**config.mk**
```make
export PLATFORM = sky130hd
export DESIGN_NAME = e_pipe_reg
export DESIGN_NICKNAME = d
export VERILOG_FILES = /design/src/rtl/e_pipe_reg_pkg.sv /design/src/rtl/e_pipe_reg_sat_counter.sv /design/src/rtl/e_pipe_reg.sv
export SDC_FILE = /design/constraint.sdc
export NUM_CORES = 1
export LEC_CHECK = 0
export ABC_CLOCK_PERIOD_IN_PS = 1150
export CORE_AREA = 2 2 138 140
export CTS_CLUSTER_DIAMETER = 200
export CTS_CLUSTER_SIZE = 30
export DETAILED_ROUTE_END_ITERATION = 10
export DIE_AREA = 0 0 140 142
export GPL_TIMING_DRIVEN = 1
export PLACE_DENSITY = 0.68
export SYNTH_ARGS = -nofsm -noshare
export SYNTH_HDL_FRONTEND = slang
export SYNTH_SLANG_ARGS = --single-unit
```
**constraint.sdc**
```tcl
create_clock -name clk -period 1.15 [get_ports clk]
set_input_delay 0.2875 -clock clk [delete_from_list [all_inputs] [get_ports clk]]
set_output_delay 0.2875 -clock clk [all_outputs]
set_load 0.05 [all_outputs]
```
**src/rtl/e_pipe_reg_pkg.sv**
```systemverilog
// Shared CPU constants: MDU opcodes, exception codes and the fixed PC vectors
// used by the D->E pipeline register.
package e_pipe_reg_pkg;

    localparam logic [31:0] CPU_RESET_PC   = 32'h0000_3000;
    localparam logic [31:0] CPU_HANDLER_PC = 32'h0000_4180;

    typedef enum logic [3:0] {
        MDU_NONE  = 4'd0,
        MDU_MULT  = 4'd1,
        MDU_MULTU = 4'd2,
        MDU_DIV   = 4'd3,
        MDU_DIVU  = 4'd4,
        MDU_MFHI  = 4'd5,
        MDU_MFLO  = 4'd6,
        MDU_MTHI  = 4'd7,
        MDU_MTLO  = 4'd8
    } mdu_op_e;

    localparam logic [4:0] EXC_INT     = 5'd0;
    localparam logic [4:0] EXC_ADEL    = 5'd4;
    localparam logic [4:0] EXC_ADES    = 5'd5;
    localparam logic [4:0] EXC_SYSCALL = 5'd8;
    localparam logic [4:0] EXC_RI      = 5'd10;
    localparam logic [4:0] EXC_OV      = 5'd12;

    // A cleared E stage carries no pending exception; the zero code doubles as "none".
    localparam logic [4:0] EXC_CLEAR   = EXC_INT;

endpackage

```
**src/rtl/e_pipe_reg_sat_counter.sv**
```systemverilog
// Width-parameterised saturating up-counter with synchronous active-low reset;
// holds at all-ones instead of wrapping.
module sat_counter #(
    parameter int WIDTH = 8
) (
    input  logic             clk,
    input  logic             reset,
    input  logic             inc,
    output logic [WIDTH-1:0] count
);

    logic [WIDTH-1:0] count_r = {WIDTH{1'b0}};

    // Count enabled events, sticking at the maximum value.
    always_ff @(posedge clk) begin
        if (!reset) begin
            count_r <= {WIDTH{1'b0}};
        end else if (inc && (count_r != {WIDTH{1'b1}})) begin
            count_r <= count_r + {{(WIDTH-1){1'b0}}, 1'b1};
        end else begin
            count_r <= count_r;
        end
    end

    assign count = count_r;

endmodule

```
**src/rtl/e_pipe_reg.sv**
```systemverilog
// D->E pipeline register: loads the D stage, inserts bubbles on stall (keeping
// PC/BD for CP0), flushes to the handler on Req, and counts inserted bubbles.
module e_pipe_reg
    import e_pipe_reg_pkg::*;
#(
    parameter logic [31:0] RESET_PC   = CPU_RESET_PC,
    parameter logic [31:0] HANDLER_PC = CPU_HANDLER_PC
) (
    input  logic        clk,
    input  logic        reset,
    input  logic        Req,
    input  logic        stall,
    input  logic [31:0] D_PC,
    input  logic [31:0] D_Instr,
    input  logic [31:0] D_RD1,
    input  logic [31:0] D_RD2,
    input  logic [31:0] D_EXT,
    input  logic [3:0]  D_MDUOp,
    input  logic [4:0]  D_ExcCode,
    input  logic        D_BD,
    output logic [31:0] E_PC,
    output logic [31:0] E_Instr,
    output logic [31:0] E_RD1,
    output logic [31:0] E_RD2,
    output logic [31:0] E_EXT,
    output logic [3:0]  E_MDUOp,
    output logic [4:0]  E_ExcCode,
    output logic        E_BD,
    output logic        E_valid,
    output logic [7:0]  bubble_cnt
);

    logic [31:0] pc_r      = RESET_PC;
    logic [31:0] instr_r   = 32'h0000_0000;
    logic [31:0] rd1_r     = 32'h0000_0000;
    logic [31:0] rd2_r     = 32'h0000_0000;
    logic [31:0] ext_r     = 32'h0000_0000;
    logic [3:0]  mdu_op_r  = MDU_NONE;
    logic [4:0]  exc_code_r = EXC_CLEAR;
    logic        bd_r      = 1'b0;
    logic        valid_r   = 1'b0;
    logic        bubble_s;

    // A bubble is counted only when the stall wins the priority race.
    assign bubble_s = reset && !Req && stall;

    // One action per edge: reset > flush > bubble > load. Clearing the MDU op
    // on a bubble keeps a stalled mult/div from starting the MDU twice.
    always_ff @(posedge clk) begin
        if (!reset) begin
            pc_r       <= RESET_PC;
            instr_r    <= 32'h0000_0000;
            rd1_r      <= 32'h0000_0000;
            rd2_r      <= 32'h0000_0000;
            ext_r      <= 32'h0000_0000;
            mdu_op_r   <= MDU_NONE;
            exc_code_r <= EXC_CLEAR;
            bd_r       <= 1'b0;
            valid_r    <= 1'b0;
        end else if (Req) begin
            pc_r       <= HANDLER_PC;
            instr_r    <= 32'h0000_0000;
            rd1_r      <= 32'h0000_0000;
            rd2_r      <= 32'h0000_0000;
            ext_r      <= 32'h0000_0000;
            mdu_op_r   <= MDU_NONE;
            exc_code_r <= EXC_CLEAR;
            bd_r       <= 1'b0;
            valid_r    <= 1'b0;
        end else if (stall) begin
            pc_r       <= D_PC;
            instr_r    <= 32'h0000_0000;
            rd1_r      <= 32'h0000_0000;
            rd2_r      <= 32'h0000_0000;
            ext_r      <= 32'h0000_0000;
            mdu_op_r   <= MDU_NONE;
            exc_code_r <= EXC_CLEAR;
            bd_r       <= D_BD;
            valid_r    <= 1'b0;
        end else begin
            pc_r       <= D_PC;
            instr_r    <= D_Instr;
            rd1_r      <= D_RD1;
            rd2_r      <= D_RD2;
            ext_r      <= D_EXT;
            mdu_op_r   <= D_MDUOp;
            exc_code_r <= D_ExcCode;
            bd_r       <= D_BD;
            valid_r    <= 1'b1;
        end
    end

    sat_counter #(
        .WIDTH (8)
    ) u_bubble_cnt (
        .clk   (clk),
        .reset (reset),
        .inc   (bubble_s),
        .count (bubble_cnt)
    );

    assign E_PC      = pc_r;
    assign E_Instr   = instr_r;
    assign E_RD1     = rd1_r;
    assign E_RD2     = rd2_r;
    assign E_EXT     = ext_r;
    assign E_MDUOp   = mdu_op_r;
    assign E_ExcCode = exc_code_r;
    assign E_BD      = bd_r;
    assign E_valid   = valid_r;

endmodule

```
==> out/metrics.csv, run 1 <==
stage;metric;value;unit
synth;Syn Inst Count;414;
power_and_ir_drop;Cell Pwr Density;1248;nW/um^2
sta;Worst-Margin Slew;0.3799;ns
power_and_ir_drop;Sw Pwr;3.651;mW
clock_tree;Clock Sinks;179;
clock_tree;Clock Path Buffers;2;
sta;fin. max-slew vios;0;
critical_path;reg2reg path depth;6;
critical_path;CP max FO;3;
clock_tree;CTS tree;built;
layout;fraction of layout cells with a size suffix above 1;54.95;%
synth;Syn Area/Cell;12.10;um^2
drt;1st-iter DRT viols;145;
critical_path;critical path class;reg2out;
synth;XOR/XNOR share of the synthesized area;0.1749;%
die;Die H;142;um
sta;final setup fails;185;
critical_path;CP startpoint;u_bubble_cnt.count[1]$_SDFFE_PN0P_;
synth;Cell Area, Synth;5009;um^2
sta;Hold Violations, Final;0;
power_and_ir_drop;worst vdd ir;0.0009271;V
flow_run;max_cap viols;0;
sta;minimum clock period;1.315;ns
critical_path;crit path launch type;flop;
place;gpl congestion;0.7795;
sta;Setup Skew;0.007119;ns
layout;Area Overhead vs Synth;137.8;%
grt;global-route wire length before repair;25430;um
drt;Routed WL;17250;um
critical_path;crit-path max cell delay;0.36;ns
layout;Fill cells;1333;
drt;Vias/cell;3.977;
layout;Reg area;3827;um^2
die;die area;19880;um^2
die;Placeable Area;18460;um^2
clock_tree;CTS H-tree lvls;4;
grt;vias in the first global route;4314;
power_and_ir_drop;Flop pwr share;44.1;%
critical_path;CP Capture Point;bubble_cnt[1];
drt;DRC viols;25;
power_and_ir_drop;Internal Power;11.21;mW
critical_path;Critical-path top delay cell;dfxtp_4;
power_and_ir_drop;Comb pwr share;15.5;%
critical_path;worst path required time;0.86;ns
power_and_ir_drop;sw frac;24.57;%
synth;Yosys Warn Count;0;
drt;DR vias;4188;
min_path;Worst Min Path Start;reset;
clock_tree;clk slew on worst S/H paths;0.07;ns
die;Die Width;140;um
sta;worst hold margin;0.2938;ns
layout;final core occ;64.53;%
layout;n_diodes;0;
synth;Compound-Gate Fraction of Synth Area;1.774;%
grt;pin count of the biggest net entering global routing;29;
critical_path;worst-path cell chain;buf_6 > buf_12;
sta;unrepaired setup endpoints after global routing;yes;
layout;non-filler cells, final;1053;
clock_tree;Root Buffer;clkbuf_16;
clock_tree;TritonCTS Buffers;17;
layout;area of the multi-input gates;1411;um^2
place;DP HPWL;13250;um
drt;WL/cell;16.39;um
critical_path;Critical Path AT;1.03;ns
synth;Mapped Nets;589;
drt;Post-DRT Antenna Nets;0;
clock_tree;clock latency on the worst-skew pair;0.42;ns
synth;library cells used by synthesis;27;
die;FP Rows;50;
synth;Adder-Cell Fraction of Synth Area;0.2498;%
synth;Post-Synth Simple-Gate Area;23.86;%
place;dpl cells;1006;
sta;Setup WS post-layout;-0.1652;ns
grt;overflow left after global routing;0;
layout;Layout Nets;982;
sta;FMAX;0.7603;GHz
outcome;status;finished, violations left;
outcome;violated checks;design-rule violations, negative setup slack;
synth;post-synthesis mux area share;0.1999;%
place;port buffer count;352;
die;Top-Level Pins;353;
critical_path;worst reg-to-reg setup slack;-0.15;ns
sta;Tcrit/Tclk final;114.4;%
critical_path;reg2reg end;u_bubble_cnt.count[0]$_SDFFE_PN0P_;
synth;main combinational cell family by area after synthesis;simple AND/OR/NAND/NOR gates;
synth;count of state elements after synthesis;179;
sta;Max-slew headroom;74.59;%
critical_path;crit path capture type;primary output;
grt;Total GRT Usage;17.12;%
drt;DRT Pass-1 Iters;8;
power_and_ir_drop;Clk network pwr share;40.4;%
critical_path;R2R Path Start;u_bubble_cnt.count[1]$_SDFFE_PN0P_;
grt;initial antenna violation count;0;
power_and_ir_drop;leakage;4.880;nW
synth;Seq/Total Area, Yosys;71.55;%
min_path;worst hold path type;in2reg;
die;effective utilization at floorplan;27.14;%
## metrics by stage
stage | cell area [um^2] | setup WS, ns | TNS [ns] | total power [mW]
after floorplan | 5051 | -0.09552 | -0.1793 | 7.396
after global placement | 10840 | -0.5529 | -82.31 | 8.920
after detailed placement | 10840 | -0.5611 | -84.15 | 8.948
after CTS | 11860 | -0.1838 | -10.81 | 14.98
after global routing | 11910 | -0.2034 | -13.28 | 15.38
final | 11910 | -0.1652 | -6.795 | 14.86
## flip-flops by register name, summed over array words and instances (netlist names), 4 cells and up
name / count
E_EXT: 32
E_RD2: 32
E_RD1: 32
E_ExcCode: 5
E_MDUOp: 4
E_PC: 32
E_Instr: 32
u_bubble_cnt.count: 8
## layout make-up
| cell class | instances | share of cell area, % |
|---|---|---|
| Timing Repair Buffer | 393 | 48.39 |
| Sequential cell | 179 | 32.14 |
| Multi-Input combinational cell | 213 | 11.85 |
| Clock buffer | 18 | 3.604 |
| Tap cell | 234 | 2.459 |
| Clock inverter | 13 | 1.439 |
| Inverter | 3 | 0.1156 |
## critical path: cells and delay by family, from the launching register on
family                 cells  cell delay [ns]
buffers and inverters      2             0.26
DFF                        1             0.36
## worst min-delay path by stage
stage / to / slack [ns] / cells after the start
floorplan: E_PC[14]$_SDFF_PN0_ / 0.40 / 2
global placement: u_bubble_cnt.count[3]$_SDFFE_PN0P_ / 0.45 / 1
detailed placement: u_bubble_cnt.count[3]$_SDFFE_PN0P_ / 0.45 / 1
CTS: E_RD1[8]$_SDFF_PP0_ / 0.39 / 2
global route: E_PC[8]$_SDFF_PN0_ / 0.31 / 4
finish: E_PC[8]$_SDFF_PN0_ / 0.29 / 4
## logic make-up (layout without fill, tap and decap cells)
family | after synthesis | in the layout
fa+ha+maj | 1 | 1
flops | 179 | 179
xor+xnor | 1 | 1
mux | 1 | 1
simple gates | 196 | 196
buf+inv | 22 | 427
compound gates | 14 | 14
## cell usage after synthesis
| library cell | n | area [um^2] |
|---|---|---|
| nand2b_1 | 1 | 6.260 |
| and2_1 | 167 | 1045 |
| nor2b_1 | 1 | 6.260 |
| and3b_1 | 1 | 8.760 |
| nor3_1 | 3 | 15.01 |
| inv_1 | 2 | 7.510 |
| nand4_1 | 2 | 12.51 |
| nor2_2 | 2 | 12.51 |
| nand2_1 | 6 | 22.52 |
| a211oi_1 | 3 | 22.52 |
| ha_1 | 1 | 12.51 |
| nor2_1 | 9 | 33.78 |
| buf_4 | 2 | 15.01 |
| buf_2 | 14 | 70.07 |
| o21ai_0 | 5 | 25.02 |
| xnor2_1 | 1 | 8.760 |
| clkbuf_1 | 3 | 11.26 |
| o31a_1 | 1 | 8.760 |
| a31oi_1 | 2 | 12.51 |
| mux2i_1 | 1 | 10.01 |
| a21oi_1 | 1 | 5.000 |
| inv_4 | 1 | 6.260 |
| and3_1 | 1 | 6.260 |
| nor3_4 | 1 | 16.27 |
| nand3_1 | 2 | 10.01 |
| dfxtp_1 | 179 | 3583 |
| o21a_1 | 2 | 15.01 |
## layer usage
metal / part of all wire [%] / global-route usage [%] / wire length [um]
met4: 1.6 / 5.529 / 273
met3: 9.4 / 6.124 / 1617
met1: 35 / 17.84 / 6052
met2: 54 / 32.12 / 9310
met5: 0 / 0 / 0
## placed cells by master, fill, tap and decap left out, types with 4 or more instances in the layout
cell	Yosys	routed
dfxtp_2	0	171
buf_12	0	186
nand2_1	6	4
buf_6	0	10
nor2_1	9	9
clkdlybuf4s50_1	0	170
and2_1	167	164
buf_4	2	23
clkbuf_16	0	17
inv_6	0	5
dfxtp_4	0	8
## power groups by stage
stage | combinational [mW] | clock (mW) | sequential (mW)
finish | 2.30 | 6.01 | 6.55
global route | 2.40 | 6.41 | 6.57
CTS | 2.32 | 6.11 | 6.55
detailed placement | 2.28 | 0 | 6.67
global placement | 2.26 | 0 | 6.66
floorplan | 0.188 | 0 | 7.21
## repair_timing
action | in CTS | in global routing
resized for setup | 196 | 14
pin swaps | 11 | 5
buffers inserted | 12 | 3
setup endpoints to repair | 315 | 190
hold buffers | 0 | 0
gates cloned | 1 | 0
(Power assumes the default switching activity.)
==> run 2: changes to the inputs <==
--- a/config.mk
+++ b/config.mk
@@ -12,6 +12,7 @@
 export DETAILED_ROUTE_END_ITERATION = 10
 export DIE_AREA = 0 0 140 142
 export GPL_TIMING_DRIVEN = 1
+export HOLD_SLACK_MARGIN = 0.06
 export PLACE_DENSITY = 0.68
 export SYNTH_ARGS = -nofsm -noshare
 export SYNTH_HDL_FRONTEND = slang
==> results of run 2 <==
Same layout as run 1: the final DEF is identical, and so are final timing and power.
